`config.mk`:
```
export PLATFORM = sky130hd
export DESIGN_NAME = dmem_arbiter_flat
export DESIGN_NICKNAME = d
export VERILOG_FILES = /design/src/rtl/dmem_arbiter_if.sv /design/src/rtl/dmem_arbiter.sv /design/src/flat_wrapper.sv
export SDC_FILE = /design/constraint.sdc
export NUM_CORES = 1
export LEC_CHECK = 0
export ABC_AREA = 1
export CAP_MARGIN = 10
export CORE_ASPECT_RATIO = 0.9
export CORE_MARGIN = 3
export CORE_UTILIZATION = 36
export DETAILED_ROUTE_END_ITERATION = 8
export PLACE_DENSITY_LB_ADDON = 0.12
export SLEW_MARGIN = 10
export SYNTH_ARGS = -nofsm -noshare
export SYNTH_HDL_FRONTEND = slang
export SYNTH_SLANG_ARGS = --single-unit
```
`constraint.sdc`:
```
create_clock -name clk -period 1.75 [get_ports clk]
set_input_delay 0.2625 -clock clk [delete_from_list [all_inputs] [get_ports clk]]
set_output_delay 0.2625 -clock clk [all_outputs]
set_load 0.02 [all_outputs]
```
`src/rtl/dmem_arbiter_if.sv`:
```
// Bus bundle between the two requesters, the arbiter and the data memory.
// The arbiter uses the slave modport; the environment side uses master.
interface dmem_arbiter_if #(
   parameter int unsigned ADDR_W = 16,
   parameter int unsigned DATA_W = 16
);
   logic              a_req;
   logic              a_we;
   logic [ADDR_W-1:0] a_addr;
   logic [DATA_W-1:0] a_wdata;
   logic              a_gnt;
   logic              a_rvalid;
   logic [DATA_W-1:0] a_rdata;

   logic              b_req;
   logic              b_we;
   logic [ADDR_W-1:0] b_addr;
   logic [DATA_W-1:0] b_wdata;
   logic              b_gnt;
   logic              b_rvalid;
   logic [DATA_W-1:0] b_rdata;

   logic [ADDR_W-1:0] mem_access_addr;
   logic [DATA_W-1:0] mem_write_data;
   logic              mem_write_en;
   logic              mem_read;
   logic [DATA_W-1:0] mem_read_data;

   modport slave (
      input  a_req, a_we, a_addr, a_wdata,
      input  b_req, b_we, b_addr, b_wdata,
      input  mem_read_data,
      output a_gnt, a_rvalid, a_rdata,
      output b_gnt, b_rvalid, b_rdata,
      output mem_access_addr, mem_write_data, mem_write_en, mem_read
   );

   modport master (
      output a_req, a_we, a_addr, a_wdata,
      output b_req, b_we, b_addr, b_wdata,
      output mem_read_data,
      input  a_gnt, a_rvalid, a_rdata,
      input  b_gnt, b_rvalid, b_rdata,
      input  mem_access_addr, mem_write_data, mem_write_en, mem_read
   );
endinterface

```
`src/rtl/dmem_arbiter.sv`:
```
// Two-port A-priority arbiter for the single-ported data memory, with a
// starvation bound for port B and registered one-cycle read return.
module dmem_arbiter #(
   parameter int unsigned ADDR_W   = 16,
   parameter int unsigned DATA_W   = 16,
   parameter int unsigned MAX_WAIT = 4
) (
   input  logic            clk,
   input  logic            rst_n,
   dmem_arbiter_if.slave   bus
);
   localparam int unsigned CNT_W = 4;
   localparam logic [CNT_W-1:0] WAIT_LIM = CNT_W'(MAX_WAIT);

   logic [CNT_W-1:0]  wait_cnt_q, wait_cnt_d;
   logic              a_rvalid_q, a_rvalid_d;
   logic              b_rvalid_q, b_rvalid_d;
   logic [DATA_W-1:0] a_rdata_q, a_rdata_d;
   logic [DATA_W-1:0] b_rdata_q, b_rdata_d;
   logic              b_force_c;
   logic              a_gnt_c;
   logic              b_gnt_c;

   // Grant select; held off while in reset so outputs track the reset state.
   always_comb begin
      b_force_c = (wait_cnt_q == WAIT_LIM);
      a_gnt_c   = rst_n && bus.a_req && !(bus.b_req && b_force_c);
      b_gnt_c   = rst_n && bus.b_req && !(bus.a_req && !b_force_c);
   end

   // Memory pin mux; everything idles at zero when nobody is granted.
   always_comb begin
      bus.mem_access_addr = '0;
      bus.mem_write_data  = '0;
      bus.mem_write_en    = 1'b0;
      bus.mem_read        = 1'b0;
      if (a_gnt_c) begin
         bus.mem_access_addr = bus.a_addr;
         bus.mem_write_data  = bus.a_wdata;
         bus.mem_write_en    = bus.a_we;
         bus.mem_read        = !bus.a_we;
      end else if (b_gnt_c) begin
         bus.mem_access_addr = bus.b_addr;
         bus.mem_write_data  = bus.b_wdata;
         bus.mem_write_en    = bus.b_we;
         bus.mem_read        = !bus.b_we;
      end
   end

   always_comb begin
      wait_cnt_d = wait_cnt_q;
      a_rvalid_d = a_gnt_c && !bus.a_we;
      b_rvalid_d = b_gnt_c && !bus.b_we;
      a_rdata_d  = a_rdata_q;
      b_rdata_d  = b_rdata_q;

      if (!bus.b_req || b_gnt_c) begin
         wait_cnt_d = '0;
      end else if (wait_cnt_q != WAIT_LIM) begin
         wait_cnt_d = wait_cnt_q + CNT_W'(1);
      end

      if (a_rvalid_d) a_rdata_d = bus.mem_read_data;
      if (b_rvalid_d) b_rdata_d = bus.mem_read_data;
   end

   always_ff @(posedge clk or negedge rst_n) begin
      if (!rst_n) begin
         wait_cnt_q <= '0;
         a_rvalid_q <= 1'b0;
         b_rvalid_q <= 1'b0;
         a_rdata_q  <= '0;
         b_rdata_q  <= '0;
      end else begin
         wait_cnt_q <= wait_cnt_d;
         a_rvalid_q <= a_rvalid_d;
         b_rvalid_q <= b_rvalid_d;
         a_rdata_q  <= a_rdata_d;
         b_rdata_q  <= b_rdata_d;
      end
   end

   assign bus.a_gnt    = a_gnt_c;
   assign bus.b_gnt    = b_gnt_c;
   assign bus.a_rvalid = a_rvalid_q;
   assign bus.b_rvalid = b_rvalid_q;
   assign bus.a_rdata  = a_rdata_q;
   assign bus.b_rdata  = b_rdata_q;

endmodule

```
`src/flat_wrapper.sv`:
```
// flat-port wrapper written by rule: the top's interface ports become plain ports
module dmem_arbiter_flat 
#(
   parameter int unsigned ADDR_W   = 16,
   parameter int unsigned DATA_W   = 16,
   parameter int unsigned MAX_WAIT = 4
)
  (clk, rst_n, bus_a_req, bus_a_we, bus_a_addr, bus_a_wdata, bus_b_req, bus_b_we, bus_b_addr, bus_b_wdata, bus_mem_read_data, bus_a_gnt, bus_a_rvalid, bus_a_rdata, bus_b_gnt, bus_b_rvalid, bus_b_rdata, bus_mem_access_addr, bus_mem_write_data, bus_mem_write_en, bus_mem_read);
  dmem_arbiter_if #(.ADDR_W(ADDR_W), .DATA_W(DATA_W)) bus_i ();
  input  logic clk;
  input  logic rst_n;
  input wire logic [$bits(bus_i.a_req)-1:0] bus_a_req;
  input wire logic [$bits(bus_i.a_we)-1:0] bus_a_we;
  input wire logic [$bits(bus_i.a_addr)-1:0] bus_a_addr;
  input wire logic [$bits(bus_i.a_wdata)-1:0] bus_a_wdata;
  input wire logic [$bits(bus_i.b_req)-1:0] bus_b_req;
  input wire logic [$bits(bus_i.b_we)-1:0] bus_b_we;
  input wire logic [$bits(bus_i.b_addr)-1:0] bus_b_addr;
  input wire logic [$bits(bus_i.b_wdata)-1:0] bus_b_wdata;
  input wire logic [$bits(bus_i.mem_read_data)-1:0] bus_mem_read_data;
  output wire logic [$bits(bus_i.a_gnt)-1:0] bus_a_gnt;
  output wire logic [$bits(bus_i.a_rvalid)-1:0] bus_a_rvalid;
  output wire logic [$bits(bus_i.a_rdata)-1:0] bus_a_rdata;
  output wire logic [$bits(bus_i.b_gnt)-1:0] bus_b_gnt;
  output wire logic [$bits(bus_i.b_rvalid)-1:0] bus_b_rvalid;
  output wire logic [$bits(bus_i.b_rdata)-1:0] bus_b_rdata;
  output wire logic [$bits(bus_i.mem_access_addr)-1:0] bus_mem_access_addr;
  output wire logic [$bits(bus_i.mem_write_data)-1:0] bus_mem_write_data;
  output wire logic [$bits(bus_i.mem_write_en)-1:0] bus_mem_write_en;
  output wire logic [$bits(bus_i.mem_read)-1:0] bus_mem_read;
  assign bus_i.a_req = bus_a_req;
  assign bus_i.a_we = bus_a_we;
  assign bus_i.a_addr = bus_a_addr;
  assign bus_i.a_wdata = bus_a_wdata;
  assign bus_i.b_req = bus_b_req;
  assign bus_i.b_we = bus_b_we;
  assign bus_i.b_addr = bus_b_addr;
  assign bus_i.b_wdata = bus_b_wdata;
  assign bus_i.mem_read_data = bus_mem_read_data;
  assign bus_a_gnt = bus_i.a_gnt;
  assign bus_a_rvalid = bus_i.a_rvalid;
  assign bus_a_rdata = bus_i.a_rdata;
  assign bus_b_gnt = bus_i.b_gnt;
  assign bus_b_rvalid = bus_i.b_rvalid;
  assign bus_b_rdata = bus_i.b_rdata;
  assign bus_mem_access_addr = bus_i.mem_access_addr;
  assign bus_mem_write_data = bus_i.mem_write_data;
  assign bus_mem_write_en = bus_i.mem_write_en;
  assign bus_mem_read = bus_i.mem_read;
  dmem_arbiter #(.ADDR_W(ADDR_W), .DATA_W(DATA_W), .MAX_WAIT(MAX_WAIT)) u_core (.clk(clk), .rst_n(rst_n), .bus(bus_i));
endmodule
```
# --- After elaboration in Yosys (flattened, before gate mapping) ---
# Index checks and enable logic that the tools add are counted.
# Widths: inputs -> output; s select.
word_totals:
  word_cells: 34
  ff_bits: 38
op_classes:
  muxes: 10
  n_reduce_logical: 16
  eq_ne: 2
  n_addsub: 1
op_table:
  columns: ["cell", "n"]
  rows:
  - ["$mux 16", 4]
  - ["$logic_and 1x1->1", 8]
  - ["$mux 4", 2]
  - ["$logic_not 1->1", 6]
  - ["$add 4x1->4 const B", 1]
  - ["$eq 4x3->1 const B", 1]
  - ["$mux 1", 4]
  - ["$ne 4x3->1 const B", 1]
  - ["$reduce_bool 2->1", 1]
  - ["$logic_or 1x1->1", 1]

# --- Logic depth before layout (Yosys ltp) ---
# Gate-level depths: netlist (run 1).
logic_depth:
  depth_word: 7
  ltp_mapped: 10
  ltp_nobuf: 9

# --- Worst setup path after synthesis (run 1) ---
# Ideal clock, no wire load.
synth_timing:
  path_type: "register -> output"
  start: "register u_core.wait_cnt_q[0]"
  end: "output bus_mem_write_data[10]"
  slack_ps: 112
  stages_incl_launch_ff: 11
  arrival_ps: 1375
  required_time_ps: 1487
  n_path_buf: 1
  cell_sequence: "dfrtp_1 -> inv_1 -> ha_1 -> nand2_1 -> nor2_4 -> nand2_4 -> nand2_4 -> inv_4 -> buf_6 -> nand2_1 -> nand2_1"
synth_between:
  word_cells_on_any_way: 10
  cone_classes: "eq/ne (1); mux (2); reduce/logical (7)"
synth_rtl:
  columns: ["item", "line", "rtl"]
  rows:
  - ["start: declaration", "dmem_arbiter.sv:15", "logic [CNT_W-1:0] wait_cnt_q, wait_cnt_d;"]
  - ["start signal: assignment", "dmem_arbiter.sv:75", "wait_cnt_q <= wait_cnt_d;"]
  - ["$eq 4x3->1", "dmem_arbiter.sv:26", "b_force_c = (wait_cnt_q == WAIT_LIM);"]
  - ["$logic_and 1x1->1", "dmem_arbiter.sv:27", "a_gnt_c = rst_n && bus.a_req && !(bus.b_req && b_force_c);"]
  - ["$logic_not 1->1", "dmem_arbiter.sv:27", null]
  - ["$logic_and 1x1->1", "dmem_arbiter.sv:27", null]
  - ["net bus_a_gnt", "flat_wrapper.sv:21", "output wire logic [$bits(bus_i.a_gnt)-1:0] bus_a_gnt;"]
  - ["$mux 16", "dmem_arbiter.sv:37", "if (a_gnt_c) begin"]
  - ["end: declaration", "flat_wrapper.sv:28", "output wire logic [$bits(bus_i.mem_write_data)-1:0] bus_mem_write_data;"]
# The timed path passes the listed nets, and every way through them passes these cells.

# --- Worst setup path in the final report (run 1) ---
layout_timing:
  start: "register u_core.wait_cnt_q[1]"
  end: "output bus_mem_access_addr[10]"
layout_between:
  elab_chain_len: 7
  word_cells_on_any_way: 10
  cone_classes: "eq/ne (1); mux (2); reduce/logical (7)"
layout_rtl:
  columns: ["item", "line", "rtl"]
  rows:
  - ["$eq 4x3->1 (*)", "dmem_arbiter.sv:26", null]
  - ["$logic_not 1->1", "dmem_arbiter.sv:28", "b_gnt_c = rst_n && bus.b_req && !(bus.a_req && !b_force_c);"]
  - ["$logic_and 1x1->1", "dmem_arbiter.sv:28", null]
  - ["$logic_not 1->1", "dmem_arbiter.sv:28", null]
  - ["$logic_and 1x1->1", "dmem_arbiter.sv:28", null]
  - ["$mux 16", "dmem_arbiter.sv:42", "end else if (b_gnt_c) begin"]
  - ["$mux 16 (*)", "dmem_arbiter.sv:37", null]
  - ["end: declaration", "flat_wrapper.sv:27", "output wire logic [$bits(bus_i.mem_access_addr)-1:0] bus_mem_access_addr;"]
# Mark *: on every way between the ends. The rest lies on a longest branch, timed or not.

==> report_table.html, run 1 <==
<table>
<tr><th>Metric</th><th>Value</th></tr>
<tr><th colspan="2">Timing</th></tr>
<tr><td>Setup violation total in the final timing report</td><td>35</td></tr>
<tr><td>Final number of hold-violating endpoints</td><td>0</td></tr>
<tr><td>Slew at the pin closest to its max-slew limit</td><td>0.493 ns</td></tr>
<tr><td>Slew Limit Headroom</td><td>67.1%</td></tr>
<tr><td>Period utilisation layout</td><td>109%</td></tr>
<tr><td>Final Max Slew Viols</td><td>0</td></tr>
<tr><td>Min Clock Period, post-route</td><td>1.92 ns</td></tr>
<tr><td>Highest attainable clock frequency</td><td>522 MHz</td></tr>
<tr><td>Worst Skew</td><td>0.00552 ns</td></tr>
<tr><td>TNS Setup</td><td>-5.15 ns</td></tr>
<tr><td>Worst Slack Setup Final</td><td>-0.165 ns</td></tr>
<tr><td>Unrepaired setup endpoints after global routing</td><td>true</td></tr>
<tr><th colspan="2">Clock tree</th></tr>
<tr><td>Root Buffer Master</td><td>sky130_fd_sc_hd__clkbuf_8</td></tr>
<tr><td>Clock tree from TritonCTS</td><td>yes</td></tr>
<tr><td>Clock insertion delay at the later pin of the skew report</td><td>0.29 ns</td></tr>
<tr><td>Depth of the CTS H-tree</td><td>2</td></tr>
<tr><td>Maximum clock path buffer count</td><td>2</td></tr>
<tr><td>Sinks on the clock net</td><td>38</td></tr>
<tr><td>Number of clock buffers inserted by TritonCTS</td><td>5</td></tr>
<tr><td>Post-CTS clock slew at the launch and capture registers of the worst setup and hold paths</td><td>0.08 ns</td></tr>
<tr><th colspan="2">Final layout</th></tr>
<tr><td>Synth-to-Final Area Change</td><td>88.1%</td></tr>
<tr><td>Count of filler cells inserted in the layout</td><td>470</td></tr>
<tr><td>Diodes inserted</td><td>0</td></tr>
<tr><td>Design area</td><td>4290 um^2</td></tr>
<tr><td>Number of nets in the final layout</td><td>552</td></tr>
<tr><td>Final core utilization</td><td>72.8%</td></tr>
<tr><td>Fraction of layout cells with a size suffix above 1</td><td>33.2%</td></tr>
<tr><th colspan="2">Global routing</th></tr>
<tr><td>Final global-route overflow total</td><td>0</td></tr>
<tr><td>Number of global-route vias before repair</td><td>2494</td></tr>
<tr><td>Largest net degree at the start of global routing</td><td>39</td></tr>
<tr><td>Antenna violations before repair</td><td>0</td></tr>
<tr><td>GR Util All Layers</td><td>22.0%</td></tr>
<tr><td>First-pass GRT wire length</td><td>12800 um</td></tr>
<tr><th colspan="2">Placement</th></tr>
<tr><td>Setup Slack @ Placement</td><td>-0.498 ns</td></tr>
<tr><td>RD Place Congestion</td><td>0.814</td></tr>
<tr><td>Half-perimeter wire length after detailed placement</td><td>6340 um</td></tr>
<tr><td>Port Buffer Count</td><td>155</td></tr>
<tr><td>Cell area reported after detailed placement</td><td>4010 um^2</td></tr>
<tr><th colspan="2">Pwr</th></tr>
<tr><td>Switching power</td><td>1.05 mW</td></tr>
<tr><td>Total design power</td><td>3.22 mW</td></tr>
<tr><td>Clock network power share</td><td>23.5%</td></tr>
<tr><td>Share of total power in sequential cells</td><td>34.9%</td></tr>
<tr><td>Leakage power of the design</td><td>2.10 nW</td></tr>
<tr><td>Int Power</td><td>2.17 mW</td></tr>
<tr><td>Max VDD drop</td><td>0.713 mV</td></tr>
<tr><td>Share of total power in combinational logic</td><td>41.6%</td></tr>
<tr><td>Cell Pwr Density</td><td>751 nW/um^2</td></tr>
<tr><td>Switching Share</td><td>32.6%</td></tr>
<tr><th colspan="2">Yosys</th></tr>
<tr><td>Cell count after synthesis</td><td>288</td></tr>
<tr><td>Post-synthesis average cell area</td><td>7.92 um^2</td></tr>
<tr><td>Number of nets produced by synthesis</td><td>376</td></tr>
<tr><td>Cell types with the largest area share after synthesis</td><td>sky130_fd_sc_hd__dfrtp_1 (42%), sky130_fd_sc_hd__nand2_1 (22%), sky130_fd_sc_hd__nand2_2 (10%), sky130_fd_sc_hd__nand4_1 (8.8%), sky130_fd_sc_hd__buf_12 (3.5%)</td></tr>
<tr><td>Count of warnings emitted by yosys</td><td>0</td></tr>
<tr><td>Cell area after synthesis</td><td>2280 um^2</td></tr>
<tr><td>Area leader, netlist</td><td>sky130_fd_sc_hd__dfrtp_1</td></tr>
<tr><td>Sequential area share after synthesis</td><td>41.7%</td></tr>
<tr><td>Number of distinct library cells after synthesis</td><td>24</td></tr>
<tr><td>Proportion of netlist area held by the largest area contributor</td><td>41.7%</td></tr>
<tr><td>Number of synthesized register bits</td><td>38</td></tr>
<tr><th colspan="2">Drt</th></tr>
<tr><td>Via count</td><td>2577</td></tr>
<tr><td>Routed wire per std cell</td><td>14.8 um</td></tr>
<tr><td>Number of nets still failing antenna checks after routing</td><td>0</td></tr>
<tr><td>Total DRC errors in the routed layout</td><td>0</td></tr>
<tr><td>Detailed-routing iteration count for the pre-antenna-repair pass</td><td>4</td></tr>
<tr><td>Drt via density</td><td>4.70</td></tr>
<tr><td>Final routed wirelength across all metal layers</td><td>8130 um</td></tr>
<tr><td>Iteration-0 DRC Markers</td><td>103</td></tr>
<tr><th colspan="2">Worst setup path</th></tr>
<tr><td>Type of the worst setup path</td><td>reg -&gt; out</td></tr>
<tr><td>Worst path max stage delay</td><td>0.39 ns</td></tr>
<tr><td>Buf+Inv Stages, Crit Path</td><td>4</td></tr>
<tr><td>Required time worst endpoint</td><td>1.49 ns</td></tr>
<tr><td>Startpoint type of the worst setup path</td><td>flip-flop</td></tr>
<tr><td>Critical Path Sink Type</td><td>output port</td></tr>
<tr><td>Kind of cell adding the most delay to the critical path</td><td>simple AND/OR/NAND/NOR gates</td></tr>
<tr><td>Cell with the largest stage delay on the worst path</td><td>sky130_fd_sc_hd__dfrtp_1</td></tr>
<tr><td>Worst Path Max Fanout</td><td>12</td></tr>
<tr><td>Ordered cell list for the critical path</td><td>inv_2 &gt; ha_4 &gt; nand2_2 &gt; nor2_4 &gt; nand2_4 &gt; nand2_4 &gt; inv_6 &gt; buf_16 &gt; nand2_1 &gt; nand2_1 &gt; buf_6</td></tr>
<tr><td>Worst Path Arrival</td><td>1.65 ns</td></tr>
<tr><th colspan="2">Run status</th></tr>
<tr><td>Violated checks</td><td>negative setup slack</td></tr>
<tr><td>Outcome</td><td>finished with violations</td></tr>
<tr><th colspan="2">Floorplanning</th></tr>
<tr><td>Number of I/O pins</td><td>156</td></tr>
<tr><td>Die Area</td><td>7320 um^2</td></tr>
<tr><td>Die height</td><td>81.5 um</td></tr>
<tr><td>Total number of placement rows</td><td>26</td></tr>
<tr><td>Initial Util</td><td>38.7%</td></tr>
<tr><td>Chip Width</td><td>89.9 um</td></tr>
<tr><td>CORE AREA</td><td>5890 um^2</td></tr>
<tr><th colspan="2">Min path</th></tr>
<tr><td>Type of the most critical hold path</td><td>in -&gt; async</td></tr>
<tr><th colspan="2">Run</th></tr>
<tr><td>Number of maximum-capacitance violations</td><td>0</td></tr>
</table>
[what timing repair did]
item                       in CTS  in global routing
hold buffers                    0                  0
pin swaps                       3                  4
cloned                          1                  0
resized for setup             221                 29
setup endpoints to repair      36                 39
buffers inserted                1                  0
[flip-flops by register name, indices dropped and copies added (netlist names)]
name,cells
u_core.wait_cnt_q,4
u_core.bus.a_rvalid,1
u_core.bus.a_rdata,16
u_core.bus.b_rvalid,1
u_core.bus.b_rdata,16
[cell usage in the layout (no fill, tap or decap)]
cell / netlist / layout
sky130_fd_sc_hd__clkdlybuf4s50_1: 0 / 118
sky130_fd_sc_hd__nand2_1: 131 / 101
sky130_fd_sc_hd__nand2_2: 37 / 67
sky130_fd_sc_hd__dfrtp_1: 38 / 38
sky130_fd_sc_hd__buf_6: 4 / 35
sky130_fd_sc_hd__nand4_1: 32 / 32
sky130_fd_sc_hd__buf_4: 0 / 24
sky130_fd_sc_hd__inv_1: 8 / 6
sky130_fd_sc_hd__clkbuf_8: 0 / 6
sky130_fd_sc_hd__nand2_4: 4 / 4
sky130_fd_sc_hd__nor2_1: 4 / 4
sky130_fd_sc_hd__inv_2: 1 / 3
sky130_fd_sc_hd__nand3_1: 3 / 3
sky130_fd_sc_hd__buf_12: 4 / 3
sky130_fd_sc_hd__inv_6: 1 / 2
sky130_fd_sc_hd__clkinv_1: 2 / 2
sky130_fd_sc_hd__nand3_4: 2 / 2
sky130_fd_sc_hd__xor2_1: 2 / 2
sky130_fd_sc_hd__o21ai_0: 2 / 2
sky130_fd_sc_hd__buf_2: 4 / 2
sky130_fd_sc_hd__nand3_2: 1 / 1
sky130_fd_sc_hd__clkinv_2: 1 / 1
sky130_fd_sc_hd__nor2_4: 1 / 1
sky130_fd_sc_hd__o211ai_1: 1 / 1
sky130_fd_sc_hd__ha_4: 0 / 1
sky130_fd_sc_hd__ha_1: 2 / 1
sky130_fd_sc_hd__bufinv_16: 0 / 1
sky130_fd_sc_hd__buf_16: 0 / 1
[cell usage after synthesis]
library cell,number
sky130_fd_sc_hd__nand3_1,3
sky130_fd_sc_hd__nand2_1,131
sky130_fd_sc_hd__nand3_4,2
sky130_fd_sc_hd__clkinv_1,2
sky130_fd_sc_hd__clkinv_2,1
sky130_fd_sc_hd__nand2_2,37
sky130_fd_sc_hd__inv_1,8
sky130_fd_sc_hd__nand3_2,1
sky130_fd_sc_hd__dfrtp_1,38
sky130_fd_sc_hd__ha_1,2
sky130_fd_sc_hd__inv_4,1
sky130_fd_sc_hd__o211ai_1,1
sky130_fd_sc_hd__clkbuf_1,2
sky130_fd_sc_hd__buf_2,4
sky130_fd_sc_hd__inv_2,1
sky130_fd_sc_hd__o21ai_0,2
sky130_fd_sc_hd__nand4_1,32
sky130_fd_sc_hd__inv_6,1
sky130_fd_sc_hd__xor2_1,2
sky130_fd_sc_hd__nor2_4,1
sky130_fd_sc_hd__buf_6,4
sky130_fd_sc_hd__nand2_4,4
sky130_fd_sc_hd__buf_12,4
sky130_fd_sc_hd__nor2_1,4
[layout make-up]
class / instances / area [um^2] / area share (%)
Clock buffer: 6 / 82.6 / 1.93
Clock inverter: 1 / 30.0 / 0.700
Inverter: 14 / 63.8 / 1.49
Multi-Input combinational cell: 222 / 1200 / 28.0
Sequential cell: 38 / 951 / 22.2
Tap cell: 84 / 105 / 2.45
Timing Repair Buffer: 183 / 1850 / 43.2
[logic make-up (layout without fill, tap and decap cells)]
group,after synthesis,count (layout),synth area share [%]
XOR/XNOR,2,2,0.769
buffers and inverters,28,204,9.39
AND/OR/NAND/NOR,215,215,46.3
AO/OA/AOI/OAI,3,3,0.769
adder cells (fa/ha/maj),2,2,1.10
flip-flops,38,38,41.7
[routing by layer]
layer,vias up,global-route usage (%),routed length [um]
li1,1271,-,-
met1,1183,28.5,3520
met2,115,37.7,3970
met3,8,5.04,527
met4,0,5.96,109
met5,-,0,0
[final timing paths]
kind | startpoint | to | slack, ns | cells after the start
min | rst_n | u_core.bus.a_rdata[3] | 0.09 | 2
max | u_core.wait_cnt_q[1] | bus_mem_access_addr[10] | -0.17 | 11
min in group clk | rst_n | u_core.wait_cnt_q[1] | 0.40 | 4
max in group asynchronous | rst_n | u_core.bus.a_rdata[4] | 1.30 | 2
max reg2reg | u_core.wait_cnt_q[1] | u_core.bus.a_rdata[7] | 0.17 | 10
min reg2reg | u_core.bus.a_rdata[5] | u_core.bus.a_rdata[5] | 0.48 | 2
[stage by stage]
step           hold slack (ns)  instances
2_1_floorplan          -0.0331        288
3_3_place_gp             0.429        539
3_5_place_dp             0.429        539
4_1_cts                  0.109        548
5_1_grt                  0.126        548
6_report                0.0920        548
[power groups by stage]
stage	clock (mW)	sequential, mW	combinational [mW]
after floorplan	0	1.31	0.368
after global placement	0	1.13	1.27
after detailed placement	0	1.13	1.29
after CTS	0.777	1.12	1.33
after global routing	0.815	1.14	1.43
final	0.758	1.12	1.34
Power figures use the tool's default switching activity.
==> run 2, diff against run 1 <==
--- a/config.mk
+++ b/config.mk
@@ -9,8 +9,9 @@
 export CAP_MARGIN = 10
 export CORE_ASPECT_RATIO = 0.9
 export CORE_MARGIN = 3
-export CORE_UTILIZATION = 36
+export CORE_UTILIZATION = 55
 export DETAILED_ROUTE_END_ITERATION = 8
+export DONT_BUFFER_PORTS = 1
 export PLACE_DENSITY_LB_ADDON = 0.12
 export SLEW_MARGIN = 10
 export SYNTH_ARGS = -nofsm -noshare
==> run 2 against run 1 <==
  * The run still ends with negative setup slack left
  * Utilization is 4.5 points higher
  * First-iteration DRC count shrank 3.9%
  * Worst setup slack improved by 0.053 ns
  * Sequential power up 19%
  * Fmax grew 2.9%
  * Non-clock buffer count down 164
  * Global-route usage grew 8.0 points
  * Sequential share of layout area increased by 9.7 points
  * Clock power decreased by 17%
  * Combinational power decreased by 56%
==> report_table.html, run 2 (synthesized netlist as in run 1, its figures left out) <==
<table>
<tr><th>Metric</th><th>Value</th></tr>
<tr><th colspan="2">Timing</th></tr>
<tr><td>Period utilisation layout</td><td>106% (-3.1 points)</td></tr>
<tr><td>Final Max Slew Viols</td><td>0 (unchanged)</td></tr>
<tr><td>Highest attainable clock frequency</td><td>537 MHz (+2.9%)</td></tr>
<tr><td>Slew Limit Headroom</td><td>80.4% (+13 points)</td></tr>
<tr><td>Setup violation total in the final timing report</td><td>36 (+2.9%)</td></tr>
<tr><td>Worst Slack Setup Final</td><td>-0.112 ns (+0.0535 ns)</td></tr>
<tr><td>Unrepaired setup endpoints after global routing</td><td>true</td></tr>
<tr><td>Min Hold Slack</td><td>0.0878 ns (-0.00418 ns)</td></tr>
<tr><td>Final number of hold-violating endpoints</td><td>0 (unchanged)</td></tr>
<tr><td>Slew at the pin closest to its max-slew limit</td><td>0.293 ns (-0.201 ns)</td></tr>
<tr><td>Worst Skew</td><td>0.00479 ns (-0.000729 ns)</td></tr>
<tr><td>Min Clock Period, post-route</td><td>1.86 ns (-0.0535 ns)</td></tr>
<tr><th colspan="2">Drt</th></tr>
<tr><td>Detailed-routing iteration count for the pre-antenna-repair pass</td><td>4 (unchanged)</td></tr>
<tr><td>Via count</td><td>2052 (-20%)</td></tr>
<tr><td>Iteration-0 DRC Markers</td><td>99 (-3.9%)</td></tr>
<tr><td>Number of nets still failing antenna checks after routing</td><td>0 (unchanged)</td></tr>
<tr><td>Total DRC errors in the routed layout</td><td>0 (unchanged)</td></tr>
<tr><td>Final routed wirelength across all metal layers</td><td>7410 um (-8.8%)</td></tr>
<tr><td>Routed wire per std cell</td><td>21.0 um (+42%)</td></tr>
<tr><td>Drt via density</td><td>5.81 (+24%)</td></tr>
<tr><th colspan="2">Placement</th></tr>
<tr><td>RD Place Congestion</td><td>0.939 (+15%)</td></tr>
<tr><td>Setup Slack @ Placement</td><td>0.0262 ns (+0.524 ns)</td></tr>
<tr><td>Half-perimeter wire length after detailed placement</td><td>4490 um (-29%)</td></tr>
<tr><td>Port Buffer Count</td><td>0 (-100%)</td></tr>
<tr><th colspan="2">Clock tree</th></tr>
<tr><td>Root Buffer Master</td><td>sky130_fd_sc_hd__clkbuf_8</td></tr>
<tr><td>Sinks on the clock net</td><td>38 (unchanged)</td></tr>
<tr><td>Post-CTS clock slew at the launch and capture registers of the worst setup and hold paths</td><td>0.07 ns (about the same)</td></tr>
<tr><td>Clock tree from TritonCTS</td><td>yes</td></tr>
<tr><td>Depth of the CTS H-tree</td><td>2 (unchanged)</td></tr>
<tr><td>Number of clock buffers inserted by TritonCTS</td><td>5 (unchanged)</td></tr>
<tr><td>Clock insertion delay at the later pin of the skew report</td><td>0.29 ns (about the same)</td></tr>
<tr><td>Maximum clock path buffer count</td><td>2 (unchanged)</td></tr>
<tr><th colspan="2">Min path</th></tr>
<tr><td>Worst Min Path Start</td><td>bus_b_req</td></tr>
<tr><td>Type of the most critical hold path</td><td>in -&gt; reg</td></tr>
<tr><td>Cell depth of the worst hold path</td><td>2</td></tr>
<tr><td>WHS Endpoint</td><td>u_core.wait_cnt_q[2]</td></tr>
<tr><th colspan="2">Global routing</th></tr>
<tr><td>Antenna violations before repair</td><td>0 (unchanged)</td></tr>
<tr><td>First-pass GRT wire length</td><td>10800 um (-16%)</td></tr>
<tr><td>Largest net degree at the start of global routing</td><td>39 (unchanged)</td></tr>
<tr><td>Number of global-route vias before repair</td><td>2036 (-18%)</td></tr>
<tr><td>GR Util All Layers</td><td>30.0% (+8.0 points)</td></tr>
<tr><td>Final global-route overflow total</td><td>0 (unchanged)</td></tr>
<tr><th colspan="2">Worst setup path</th></tr>
<tr><td>Startpoint type of the worst setup path</td><td>flip-flop</td></tr>
<tr><td>Worst path max stage delay</td><td>0.40 ns (about the same)</td></tr>
<tr><td>Reg-to-reg critical path endpoint</td><td>u_core.bus.a_rdata[5]</td></tr>
<tr><td>Crit path top cell by count</td><td>sky130_fd_sc_hd__nand2_2</td></tr>
<tr><td>Cell with the largest stage delay on the worst path</td><td>sky130_fd_sc_hd__dfrtp_1</td></tr>
<tr><td>Type of the worst setup path</td><td>reg -&gt; out</td></tr>
<tr><td>Worst Path Arrival</td><td>1.60 ns (-0.05 ns)</td></tr>
<tr><td>Ordered cell list for the critical path</td><td>inv_2 &gt; ha_4 &gt; nand2_2 &gt; nor2_4 &gt; nand2_4 &gt; nand2_8 &gt; inv_12 &gt; nand2_1 &gt; nand2_2</td></tr>
<tr><td>Critical Path Sink Type</td><td>output port</td></tr>
<tr><td>Worst Path Max Fanout</td><td>17 (+5)</td></tr>
<tr><td>Reg2reg path depth</td><td>11 (+1)</td></tr>
<tr><td>Critical R2R Launch</td><td>u_core.wait_cnt_q[1]</td></tr>
<tr><td>Required time worst endpoint</td><td>1.49 ns (about the same)</td></tr>
<tr><td>Reg-to-reg slack, setup</td><td>0.12 ns (-0.05 ns)</td></tr>
<tr><th colspan="2">Floorplanning</th></tr>
<tr><td>Number of I/O pins</td><td>156 (unchanged)</td></tr>
<tr><td>Die Area</td><td>4950 um^2 (-32%)</td></tr>
<tr><td>Total number of placement rows</td><td>21 (-19%)</td></tr>
<tr><td>Die height</td><td>67.1 um (-18%)</td></tr>
<tr><td>Chip Width</td><td>73.9 um (-18%)</td></tr>
<tr><td>Initial Util</td><td>59.0% (+20 points)</td></tr>
<tr><td>CORE AREA</td><td>3860 um^2 (-34%)</td></tr>
<tr><th colspan="2">Final layout</th></tr>
<tr><td>Synth-to-Final Area Change</td><td>31.0%</td></tr>
<tr><td>Diodes inserted</td><td>0 (unchanged)</td></tr>
<tr><td>Most common cell after layout, fill and taps aside</td><td>sky130_fd_sc_hd__nand2_1</td></tr>
<tr><td>Commonest cells after routing, fill and taps aside</td><td>sky130_fd_sc_hd__nand2_1 (65), sky130_fd_sc_hd__nand2_2 (63), sky130_fd_sc_hd__nand2_4 (41)</td></tr>
<tr><td>Fraction of layout cells with a size suffix above 1</td><td>48.9% (+16 points)</td></tr>
<tr><td>Number of nets in the final layout</td><td>394 (-29%)</td></tr>
<tr><th colspan="2">Run status</th></tr>
<tr><td>Violated checks</td><td>negative setup slack</td></tr>
<tr><td>Outcome</td><td>finished with violations</td></tr>
<tr><th colspan="2">Run</th></tr>
<tr><td>Number of maximum-capacitance violations</td><td>0 (unchanged)</td></tr>
<tr><th colspan="2">Pwr</th></tr>
<tr><td>Leakage power of the design</td><td>1.53 nW (-27%)</td></tr>
<tr><td>Max VDD drop</td><td>0.729 mV (+2.2%)</td></tr>
<tr><td>Cell Pwr Density</td><td>855 nW/um^2 (+14%)</td></tr>
</table>
## run 2: cell count changes in the layout (fill, tap and decap cells not counted), moves of 2 or more
cell	delta
sky130_fd_sc_hd__nand2_2	-4
sky130_fd_sc_hd__nand2_4	+37
sky130_fd_sc_hd__clkinv_8	+3
sky130_fd_sc_hd__nand2_8	+3
sky130_fd_sc_hd__buf_6	-30
sky130_fd_sc_hd__nand2_1	-36
sky130_fd_sc_hd__buf_2	-2
sky130_fd_sc_hd__buf_4	-13
sky130_fd_sc_hd__clkdlybuf4s50_1	-118
sky130_fd_sc_hd__inv_12	+2
## run 2: timing repair
| item | 4_1_cts | 5_1_grt |
|---|---|---|
| endpoints found under the hold margin | 38 | 0 |
| cloned | 6 | 0 |
| setup buffers | 4 | 2 |
| gates resized for setup | 99 | 40 |
| hold buffers | 2 | 0 |
| setup endpoints to repair | 36 | 49 |
| pin swaps | 16 | 20 |
## run 2: final cells by class
cell class	count	area, um^2
Clock buffer	6	82.6
Clock inverter	2	12.5
Fill cell	254	876
Inverter	14	82.6
Multi-Input combinational cell	222	1530
Sequential cell	38	951
Tap cell	46	57.6
Timing Repair Buffer	19	189
Timing Repair inverter	6	85.1
## run 2: metal layers
metal  global-route usage [%]  part of all wire, %
met3                     9.20                  9.4
met2                     48.8                   51
met5                        0                    0
met1                     36.3                   38
met4                     13.3                  2.4
## run 2: worst max-delay path by stage
| stage | startpoint | end | slack (ns) | depth (start not counted) |
|---|---|---|---|---|
| 2_1_floorplan | u_core.wait_cnt_q[0] | bus_mem_write_data[10] | 0.11 | 10 |
| 3_3_place_gp | u_core.wait_cnt_q[1] | bus_mem_access_addr[15] | 0.07 | 8 |
| 3_5_place_dp | u_core.wait_cnt_q[1] | bus_mem_access_addr[0] | 0.03 | 8 |
| 4_1_cts | u_core.wait_cnt_q[1] | bus_mem_access_addr[0] | -0.09 | 9 |
| 5_1_grt | u_core.wait_cnt_q[1] | bus_mem_write_data[4] | -0.18 | 8 |
| 6_report | u_core.wait_cnt_q[1] | bus_mem_access_addr[4] | -0.11 | 9 |
## run 2: critical path, delay by kind of cell, from the launching register on
| kind | cells | cell delay, ns |
|---|---|---|
| buffers and inverters | 2 | 0.16 |
| adder cells (fa/ha/maj) | 1 | 0.15 |
| AND/OR/NAND/NOR | 6 | 0.60 |
| flip-flops | 1 | 0.40 |
## run 2: metrics by stage
step	util, %	TNS, ns	instance area [um^2]	cells	power [mW]
floorplan	-	0	2280	288	1.68
global placement	58.7	0	2270	331	1.75
detailed placement	58.7	0	2270	331	1.77
CTS	72.8	-2.77	2810	351	2.53
global route	77.3	-5.34	2990	353	2.68
finish	77.3	-2.95	2990	353	2.55
## run 2: where the power goes
| part | switching, mW | internal (mW) | leakage (nW) | total, mW |
|---|---|---|---|---|
| clock | 0.311 | 0.316 | 0.0472 | 0.628 |
| sequential | 0.306 | 1.03 | 0.482 | 1.33 |
| combinational | 0.387 | 0.204 | 1.00 | 0.591 |
| total | 1.00 | 1.55 | 1.53 | 2.55 |
==> run 3, diff against run 2 <==
--- a/config.mk
+++ b/config.mk
@@ -8,10 +8,10 @@
 export ABC_AREA = 1
 export CAP_MARGIN = 10
 export CORE_ASPECT_RATIO = 0.9
-export CORE_MARGIN = 3
 export CORE_UTILIZATION = 55
 export DETAILED_ROUTE_END_ITERATION = 8
 export DONT_BUFFER_PORTS = 1
+export GPL_TIMING_DRIVEN = 1
 export PLACE_DENSITY_LB_ADDON = 0.12
 export SLEW_MARGIN = 10
 export SYNTH_ARGS = -nofsm -noshare
==> run 3 against run 2 <==
  * The flow still finishes with violations (negative setup slack)
  * First-iteration DRC count grew 69%
  * Utilization shrank 2.7 points
  * Wire length shrank 4.9%
  * Register-to-register slack is essentially flat
  * Global-route usage grew 0.46 points
  * Combinational power shrank 5.1%
  * Clock power shrank 2%
  * Worst setup slack gained 0.037 ns
  * Critical path type unchanged
  * Critical endpoint is now bus_mem_access_addr[11]
  * Largest power group unchanged
==> report_table.html, run 3 (synthesized netlist as in run 1, its figures left out) <==
<table>
<tr><th>Metric</th><th>Value</th></tr>
<tr><th colspan="2">Drt</th></tr>
<tr><td>Iteration-0 DRC Markers</td><td>167 (+69%)</td></tr>
<tr><td>Total DRC errors in the routed layout</td><td>0 (unchanged)</td></tr>
<tr><td>Number of nets still failing antenna checks after routing</td><td>0 (unchanged)</td></tr>
<tr><td>Final routed wirelength across all metal layers</td><td>7050 um (-4.9%)</td></tr>
<tr><td>Routed wire per std cell</td><td>20.3 um (-3.5%)</td></tr>
<tr><td>Detailed-routing iteration count for the pre-antenna-repair pass</td><td>4 (unchanged)</td></tr>
<tr><td>Drt via density</td><td>5.73 (-1.5%)</td></tr>
<tr><td>Via count</td><td>1993 (-2.9%)</td></tr>
<tr><th colspan="2">Placement</th></tr>
<tr><td>RD Place Congestion</td><td>0.886 (-5.7%)</td></tr>
<tr><td>Cell area reported after detailed placement</td><td>2270 um^2 (+0.33%)</td></tr>
<tr><td>Port Buffer Count</td><td>0 (unchanged)</td></tr>
<tr><td>Half-perimeter wire length after detailed placement</td><td>4390 um (-2.2%)</td></tr>
<tr><td>Total placed cells including tap cells</td><td>332 (+0.30%)</td></tr>
<tr><th colspan="2">Pwr</th></tr>
<tr><td>Leakage power of the design</td><td>1.41 nW (-7.8%)</td></tr>
<tr><td>Cell Pwr Density</td><td>878 nW/um^2 (+2.7%)</td></tr>
<tr><td>Max VDD drop</td><td>0.824 mV (+13%)</td></tr>
<tr><th colspan="2">Global routing</th></tr>
<tr><td>GR Util All Layers</td><td>30.5% (+0.46 points)</td></tr>
<tr><td>Largest net degree at the start of global routing</td><td>39 (unchanged)</td></tr>
<tr><td>First-pass GRT wire length</td><td>10400 um (-4.0%)</td></tr>
<tr><td>Final global-route overflow total</td><td>0 (unchanged)</td></tr>
<tr><td>Number of global-route vias before repair</td><td>1904 (-6.5%)</td></tr>
<tr><td>Antenna violations before repair</td><td>0 (unchanged)</td></tr>
<tr><th colspan="2">Floorplanning</th></tr>
<tr><td>Initial Util</td><td>59.4% (+0.40 points)</td></tr>
<tr><td>CORE AREA</td><td>3840 um^2 (-0.68%)</td></tr>
<tr><td>Die Area</td><td>4410 um^2 (-11%)</td></tr>
<tr><td>Die height</td><td>63.1 um (-6.0%)</td></tr>
<tr><td>Chip Width</td><td>69.9 um (-5.4%)</td></tr>
<tr><td>Total number of placement rows</td><td>21 (unchanged)</td></tr>
<tr><td>Number of I/O pins</td><td>156 (unchanged)</td></tr>
<tr><th colspan="2">Final layout</th></tr>
<tr><td>Final cell count without fillers</td><td>348 (-1.4%)</td></tr>
<tr><td>Fraction of layout cells with a size suffix above 1</td><td>48.3% (-0.52 points)</td></tr>
<tr><td>Count of filler cells inserted in the layout</td><td>270 (+6.3%)</td></tr>
<tr><td>Most common cell after layout, fill and taps aside</td><td>sky130_fd_sc_hd__nand2_2</td></tr>
<tr><td>Final core utilization</td><td>74.7% (-2.7 points)</td></tr>
<tr><td>Commonest cells after routing, fill and taps aside</td><td>sky130_fd_sc_hd__nand2_2 (71), sky130_fd_sc_hd__nand2_1 (63), sky130_fd_sc_hd__dfrtp_1 (38)</td></tr>
<tr><td>Number of nets in the final layout</td><td>389 (-1.3%)</td></tr>
<tr><td>Design area</td><td>2860 um^2 (-4.1%)</td></tr>
<tr><td>Synth-to-Final Area Change</td><td>25.6%</td></tr>
<tr><td>Diodes inserted</td><td>0 (unchanged)</td></tr>
<tr><th colspan="2">Timing</th></tr>
<tr><td>Setup violation total in the final timing report</td><td>35 (-2.8%)</td></tr>
<tr><td>Final Max Slew Viols</td><td>0 (unchanged)</td></tr>
<tr><td>Worst Skew</td><td>0.00810 ns (+0.00331 ns)</td></tr>
<tr><td>Min Clock Period, post-route</td><td>1.82 ns (-0.0373 ns)</td></tr>
<tr><td>Period utilisation layout</td><td>104% (-2.1 points)</td></tr>
<tr><td>Highest attainable clock frequency</td><td>548 MHz (+2.0%)</td></tr>
<tr><td>Worst Slack Setup Final</td><td>-0.0743 ns (+0.0373 ns)</td></tr>
<tr><td>Unrepaired setup endpoints after global routing</td><td>true</td></tr>
<tr><td>Slew Limit Headroom</td><td>79.7% (-0.75 points)</td></tr>
<tr><td>Min Hold Slack</td><td>0.109 ns (+0.0214 ns)</td></tr>
<tr><td>Slew at the pin closest to its max-slew limit</td><td>0.305 ns (+0.0125 ns)</td></tr>
<tr><td>Final number of hold-violating endpoints</td><td>0 (unchanged)</td></tr>
<tr><th colspan="2">Worst setup path</th></tr>
<tr><td>Critical Path Sink Type</td><td>output port</td></tr>
<tr><td>Worst path max stage delay</td><td>0.39 ns (about the same)</td></tr>
<tr><td>Reg-to-reg critical path endpoint</td><td>u_core.bus.a_rdata[7]</td></tr>
<tr><td>Worst Path Max Fanout</td><td>34 (+17)</td></tr>
<tr><td>Startpoint type of the worst setup path</td><td>flip-flop</td></tr>
<tr><td>Critical R2R Launch</td><td>u_core.wait_cnt_q[1]</td></tr>
<tr><td>Ordered cell list for the critical path</td><td>inv_2 &gt; ha_4 &gt; nand2_2 &gt; nor2_4 &gt; nand2_4 &gt; nand2_8 &gt; inv_16 &gt; nand2_2 &gt; nand2_4</td></tr>
<tr><td>Reg-to-reg slack, setup</td><td>0.13 ns (about the same)</td></tr>
<tr><td>Cell with the largest stage delay on the worst path</td><td>sky130_fd_sc_hd__dfrtp_1</td></tr>
<tr><td>Required time worst endpoint</td><td>1.49 ns (about the same)</td></tr>
<tr><td>Type of the worst setup path</td><td>reg -&gt; out</td></tr>
<tr><td>Worst Path Arrival</td><td>1.56 ns (-0.04 ns)</td></tr>
<tr><td>Reg2reg path depth</td><td>10 (-1)</td></tr>
<tr><th colspan="2">Clock tree</th></tr>
<tr><td>Maximum clock path buffer count</td><td>2 (unchanged)</td></tr>
<tr><td>Sinks on the clock net</td><td>38 (unchanged)</td></tr>
<tr><td>Clock insertion delay at the later pin of the skew report</td><td>0.28 ns (about the same)</td></tr>
<tr><td>Clock tree from TritonCTS</td><td>yes</td></tr>
<tr><td>Number of clock buffers inserted by TritonCTS</td><td>5 (unchanged)</td></tr>
<tr><td>Depth of the CTS H-tree</td><td>2 (unchanged)</td></tr>
<tr><td>Post-CTS clock slew at the launch and capture registers of the worst setup and hold paths</td><td>0.08 ns (about the same)</td></tr>
<tr><td>Root Buffer Master</td><td>sky130_fd_sc_hd__clkbuf_8</td></tr>
<tr><th colspan="2">Run status</th></tr>
<tr><td>Violated checks</td><td>negative setup slack</td></tr>
<tr><td>Outcome</td><td>finished with violations</td></tr>
<tr><th colspan="2">Min path</th></tr>
<tr><td>Cell depth of the worst hold path</td><td>2 (unchanged)</td></tr>
<tr><td>WHS Endpoint</td><td>u_core.wait_cnt_q[2]</td></tr>
<tr><td>Type of the most critical hold path</td><td>in -&gt; reg</td></tr>
<tr><td>Worst Min Path Start</td><td>bus_b_req</td></tr>
<tr><th colspan="2">Run</th></tr>
<tr><td>Number of maximum-capacitance violations</td><td>0 (unchanged)</td></tr>
</table>
## run 3: worst max-delay path: cells and delay by family, from the launching register on
| family | cells | cell delay (ns) |
|---|---|---|
| fa+ha+maj | 1 | 0.14 |
| buf+inv | 2 | 0.15 |
| flops | 1 | 0.39 |
| simple gates | 6 | 0.59 |
## run 3: timing repair
item	CTS	global route
gates cloned	3	0
setup endpoints to repair	36	49
pin swaps	6	17
setup buffers	3	1
hold endpoints to repair	38	0
hold buffers	2	0
gates resized for setup	75	48
## run 3: layout make-up
class	count	area (um^2)	area share, %
Clock inverter	1	5.00	0.175
Timing Repair inverter	3	38.8	1.35
Timing Repair Buffer	17	154	5.37
Sequential cell	38	951	33.2
Tap cell	46	57.6	2.01
Multi-Input combinational cell	222	1490	51.9
Clock buffer	7	86.3	3.01
Inverter	14	86.3	3.01
## run 3: worst max-delay path by stage
stage | depth (start not counted) | start | to
global placement | 9 | u_core.wait_cnt_q[0] | bus_mem_access_addr[11]
global route | 9 | u_core.wait_cnt_q[1] | bus_mem_write_data[7]
floorplan | 10 | u_core.wait_cnt_q[0] | bus_mem_write_data[10]
detailed placement | 9 | u_core.wait_cnt_q[0] | bus_mem_access_addr[11]
CTS | 9 | u_core.wait_cnt_q[0] | bus_mem_access_addr[15]
finish | 9 | u_core.wait_cnt_q[1] | bus_mem_access_addr[11]
## run 3: layer usage
layer	vias to the layer above	global-route usage [%]	part of all wire [%]
met5	-	0	0
met2	107	46.3	48
met3	10	11.0	9.6
met1	933	42.6	41
met4	0	5.00	0.99
li1	943	-	-
## run 3: metrics by stage
stage	setup TNS (ns)	power, mW	worst slack [ns]
floorplan	0	1.68	0.112
global placement	0	1.75	0.0549
detailed placement	0	1.76	0.0273
CTS	-1.88	2.47	-0.0665
global route	-4.51	2.62	-0.148
finish	-2.11	2.51	-0.0743
## run 3: where the power goes
part,internal (mW),leakage (nW),switching (mW)
registers,1.03,0.482,0.308
clock network,0.318,0.0482,0.300
logic,0.190,0.884,0.371
total,1.54,1.41,0.978
